### src/rtl/bfs_path_tracer.sv
// bfs_path_tracer: walks the BFS parent-direction map from a terminal
// cell back to the origin, streaming coordinates and counting steps.
module bfs_path_tracer #(
  parameter int depth     = 21,
  parameter int x_width   = 10,
  parameter int max_steps = 1023,
  parameter int len_w     = 10
) (
  input  logic             clk,
  input  logic             reset,
  input  logic             start,
  input  logic             clear_en,
  input  logic [x_width:0] term_x,
  input  logic [x_width:0] term_y,
  input  logic [x_width:0] orig_x,
  input  logic [x_width:0] orig_y,
  input  logic [3:0]       ram_in,
  output logic [depth:0]   ram_addr,
  output logic [3:0]       ram_out,
  output logic             ram_write_en,
  output logic             path_valid,
  input  logic             path_ready,
  output logic [x_width:0] path_x,
  output logic [x_width:0] path_y,
  output logic             busy,
  output logic             done,
  output logic [1:0]       status,
  output logic [len_w:0]   path_len
);

  localparam logic [2:0] IDLE = 3'd0;
  localparam logic [2:0] EMIT = 3'd1;
  localparam logic [2:0] RD   = 3'd2;
  localparam logic [2:0] LAT  = 3'd3;
  localparam logic [2:0] EVAL = 3'd4;
  localparam logic [2:0] DONE = 3'd5;

  localparam logic [len_w:0] MAX_LEN = (len_w+1)'(max_steps);
  localparam logic [len_w:0] ONE_L = {{len_w{1'b0}}, 1'b1};
  localparam logic [x_width:0] ONE_C = {{x_width{1'b0}}, 1'b1};

  localparam logic [1:0] ST_ORIG  = 2'd0;
  localparam logic [1:0] ST_BAD   = 2'd1;
  localparam logic [1:0] ST_LIMIT = 2'd2;

  logic [2:0]       state_q, state_d;
  logic [x_width:0] x_q, x_d;
  logic [x_width:0] y_q, y_d;
  logic [x_width:0] ox_q, ox_d;
  logic [x_width:0] oy_q, oy_d;
  logic             clr_q, clr_d;
  logic [2:0]       code_q, code_d;
  logic [len_w:0]   len_q, len_d;
  logic [1:0]       status_q, status_d;

  logic             at_orig;
  logic             code_ok;
  logic             ram_acc;
  logic [len_w:0]   len_inc;
  logic [depth:0]   addr_cur;
  logic             unused_ram_msb;

  assign unused_ram_msb = ram_in[3];

  assign at_orig = (x_q == ox_q) && (y_q == oy_q);
  assign code_ok = (code_q >= 3'd1) && (code_q <= 3'd4);
  assign len_inc = len_q + ONE_L;

  // Only the low y bits reach the address, matching the BFS layout.
  assign addr_cur = {1'b1, y_q[x_width-1:0], x_q};

  assign ram_acc = (state_q == RD) || (state_q == LAT) ||
                   (state_q == EVAL);

  assign ram_addr     = ram_acc ? addr_cur : '0;
  assign ram_out      = 4'd0;
  assign ram_write_en = (state_q == EVAL) && clr_q && code_ok;

  assign path_valid = (state_q == EMIT);
  assign path_x     = x_q;
  assign path_y     = y_q;
  assign busy       = (state_q != IDLE);
  assign done       = (state_q == DONE);
  assign status     = status_q;
  assign path_len   = len_q;

  always_comb begin
    state_d  = state_q;
    x_d      = x_q;
    y_d      = y_q;
    ox_d     = ox_q;
    oy_d     = oy_q;
    clr_d    = clr_q;
    code_d   = code_q;
    len_d    = len_q;
    status_d = status_q;
    case (state_q)
      IDLE: begin
        if (start) begin
          x_d      = term_x;
          y_d      = term_y;
          ox_d     = orig_x;
          oy_d     = orig_y;
          clr_d    = clear_en;
          len_d    = '0;
          status_d = ST_ORIG;
          state_d  = EMIT;
        end
      end
      EMIT: begin
        if (path_ready) begin
          if (at_orig) begin
            status_d = ST_ORIG;
            state_d  = DONE;
          end else begin
            state_d = RD;
          end
        end
      end
      RD: state_d = LAT;
      LAT: begin
        code_d  = ram_in[2:0];
        state_d = EVAL;
      end
      EVAL: begin
        // Step opposite to the direction BFS moved into this cell.
        unique case (1'b1)
          (code_q == 3'd1): y_d = y_q + ONE_C;
          (code_q == 3'd2): y_d = y_q - ONE_C;
          (code_q == 3'd3): x_d = x_q + ONE_C;
          (code_q == 3'd4): x_d = x_q - ONE_C;
          default: ;
        endcase
        if (!code_ok) begin
          status_d = ST_BAD;
          state_d  = DONE;
        end else begin
          len_d = len_inc;
          if (len_inc == MAX_LEN) begin
            status_d = ST_LIMIT;
            state_d  = DONE;
          end else begin
            state_d = EMIT;
          end
        end
      end
      DONE: state_d = IDLE;
      default: state_d = IDLE;
    endcase
  end

  always_ff @(posedge clk or negedge reset) begin
    if (!reset) begin
      state_q  <= IDLE;
      x_q      <= '0;
      y_q      <= '0;
      ox_q     <= '0;
      oy_q     <= '0;
      clr_q    <= 1'b0;
      code_q   <= '0;
      len_q    <= '0;
      status_q <= '0;
    end else begin
      state_q  <= state_d;
      x_q      <= x_d;
      y_q      <= y_d;
      ox_q     <= ox_d;
      oy_q     <= oy_d;
      clr_q    <= clr_d;
      code_q   <= code_d;
      len_q    <= len_d;
      status_q <= status_d;
    end
  end

endmodule
### config.mk
export PLATFORM = sky130hd
export DESIGN_NAME = bfs_path_tracer
export DESIGN_NICKNAME = d
export VERILOG_FILES = /design/src/rtl/bfs_path_tracer.sv
export SDC_FILE = /design/constraint.sdc
export NUM_CORES = 1
export LEC_CHECK = 0
export ABC_AREA = 0
export ABC_CLOCK_PERIOD_IN_PS = 3200
export CORE_MARGIN = 1
export CORE_UTILIZATION = 45
export DETAILED_ROUTE_END_ITERATION = 16
export PLACE_DENSITY = 0.83
export SLEW_MARGIN = 40
export SYNTH_ARGS = -nofsm -noshare
export SYNTH_HDL_FRONTEND = slang
export SYNTH_SLANG_ARGS = --single-unit
### constraint.sdc
create_clock -name clk -period 3.2 [get_ports clk]
set_input_delay 0.64 -clock clk [delete_from_list [all_inputs] [get_ports clk]]
set_output_delay 0.64 -clock clk [all_outputs]
set_load 0.02 [all_outputs]
==> metrics.txt <==
vias per cell=5.96; critical path class=reg2out; Final min period=2860 ps; Compound-Gate Fraction of Synth Area=0.184; WL per Instance=17.3 µm; I/O pin count=118; CTS sink cnt=64; crit start category=flip-flop; clock-pin slew on the worst setup and hold paths=80 ps; Routed WL=11,800 µm; adder-cell share of the synthesized area=0.0117; Routed Antenna Nets=0; total track usage=0.253; cell area after synthesis=4270 µm²; vias in the first global route=3,899; Worst Path Max Fanout=22; antenna violations before repair=0; iteration count of the initial detailed-routing pass=5; Pwr Density=995 nW/µm²; Die ar.=9890 µm²; setup tns final=0 ps; Synth warnings=0; Core Box Area=9200 µm²; number of synthesized flops with an enable pin=0; Top FF cell, synth=dfrtp_1; peak supply drop=0.000505 V; highest clock rate=349 MHz; Simple-Gate Fraction of Synth Area=0.216; GR Overflow Total=0; most frequent cells in the layout=clkdlybuf4s50_1 (111), dfrtp_1 (64), nand2_1 (39); Crit. End Element=output pin; Die Span Y=99.4 µm; layout overhead on the synthesized area=31.1%; count of pins over their slew limit=0; die boundary width=99.4 µm; # setup viols final=0; RSZ-0062 raised after global routing=false; Mean Syn Cell Area=8.92 µm²; Post-DP HPWL=8550 µm; async set-reset flop share out of synthesis=1.00; Initial Util=0.464; CP required=2560 ps; buffer count from post-CTS setup fixing=0; #FFs+latches synth=64; CTS tree=done; initial drt markers=198; fin crit share=0.894; Distinct cells, synth=62; Clock H-tree levels=3; total CTS buffers=9; xor/xnor share of the synthesized area=0.0615; Max-Cap Viols=0; port bufs=112; Antenna Cells=0; Final Instance Area=5600 µm²; Clk Latency, worst-skew pair=360 ps; Pleak=2.22 nW; RePlAce Congestion=0.917; Slew @ Worst Pin=712 ps; type of the most critical hold path=in2async; mux cell area share after synthesis=0.0826; leading cell type in the layout, fill and taps excluded=clkdlybuf4s50_1; pin count of the biggest net entering global routing=54; final hold viol count=0; Row Count=35; # DRC=0; Slew Limit Headroom=0.522; Clock Skew=12.6 ps; Worst EP arrival=2220 ps; outcome=complete, no violations; Via Count=4,085; Root Buffer=clkbuf_8; sequential area share after synthesis=0.375; post-CTS resize count=0; dpl cell area=5340 µm²; Post-Synthesis Cells=479; main combinational cell family by area after synthesis=simple AND/OR/NAND/NOR gates; Nets=626; final worst setup slack=338 ps; pre-CTS worst setup slack=488 ps; Fill cells=776; share of cells above drive strength 1=0.118; hold buffer count at cts=0; global-route wire length before repair=19,500 µm; CTS max path bufs=2
## cell families (layout without fill, tap and decap cells)
kind of cell             after synthesis  after routing
AND/OR/NAND/NOR                      173            173
AO/OA/AOI/OAI                        124            124
flip-flops                            64             64
buffers and inverters                 51            143
multiplexers                          32             32
XOR/XNOR                              30             30
adder cells (fa/ha/maj)                4              4
other                                  1              4
## layout make-up
class                   count  area, µm²  share of cell area
repair buffers            119       1170               0.209
flip-flops and latches     64       1600               0.286
well taps                 111        139              0.0248
multi-input cells         367       2410               0.430
clock buffers              10        138              0.0246
inverters                   8       30.0             0.00536
clock inverters             6        115              0.0205
## worst paths after layout
kind                                         from                    end  slack, ps  cells after the start
min in group clk                clr_q$_DFFE_PN0P_      clr_q$_DFFE_PN0P_        510                      1
min reg2reg                     clr_q$_DFFE_PN0P_      clr_q$_DFFE_PN0P_        510                      1
min                                         reset  path_x[2]$_DFFE_PN0P_        290                      2
max reg2reg                 code_q[2]$_DFFE_PN0P_  path_x[8]$_DFFE_PN0P_        430                      9
max in group asynchronous                   reset    oy_q[4]$_DFFE_PN0P_       2540                      2
max                        state_q[1]$_DFFE_PN0P_           ram_addr[11]        340                      6
## power breakdown
part	switching, mW	leakage (nW)	internal (mW)
Clock	0.345	0.123	0.543
Sequential	0.633	0.774	1.14
Combinational	1.50	1.32	1.41
Total	2.48	2.22	3.10
## synth_stat cells (4+ instances only)
cell type   n  area (µm²)
buf_4       6        45.0
o21ai_1     8        40.0
mux2i_1     6        60.1
clkbuf_1   24        90.1
o22ai_1    12        75.1
nand2_1    39         146
a2bb2oi_1   7        61.3
nand4_1     4        25.0
nor4_1     11        68.8
nor2_1     34         128
nor3_1     14        70.1
ha_1        4        50.1
o21ai_0    22         110
and3_1      7        43.8
xor2_1     21         184
o31ai_1     4        30.0
nand3_1    17        85.1
xnor2_1     9        78.8
inv_1       8        30.0
mux2_2     26         293
and2_1     25         156
clkbuf_8    4        55.1
buf_2       5        25.0
dfrtp_1    64        1600
a31oi_1    11        68.8
a21oi_1    35         175
buf_6       4        45.0
o21a_1      4        30.0
## state kept, by name, indices dropped and copies added (netlist names)
register,flops
path_x,11
path_y,11
clr_q,1
path_len,11
state_q,3
code_q,3
oy_q,11
ox_q,11
status,2
## per-stage QoR
stage | util | instances | power (mW) | hold WS (ps)
final | 0.609 | 685 | 5.57 | 292
after CTS | 0.608 | 685 | 5.53 | 318
after floorplan | - | 482 | 3.62 | 344
after detailed placement | 0.580 | 669 | 4.63 | 498
after global routing | 0.609 | 685 | 5.93 | 324
after global placement | 0.580 | 669 | 4.50 | 503
## routing by layer
metal	global-route usage	vias to the layer above	wire [µm]
li1	-	1894	-
met1	0.334	1956	4940
met2	0.400	196	5580
met3	0.0513	39	915
met4	0.118	0	386
met5	0	-	0
## worst max-delay path, cell delays in order (launching register included)
cell and delay (ps):
dfrtp_1 490, nor2_1 150, nand2_1 90, o21ai_1 90, buf_4 230, and2_1 160, clkdlybuf4s50_1 650
Note: power is estimated with default switching activity, not from simulation.
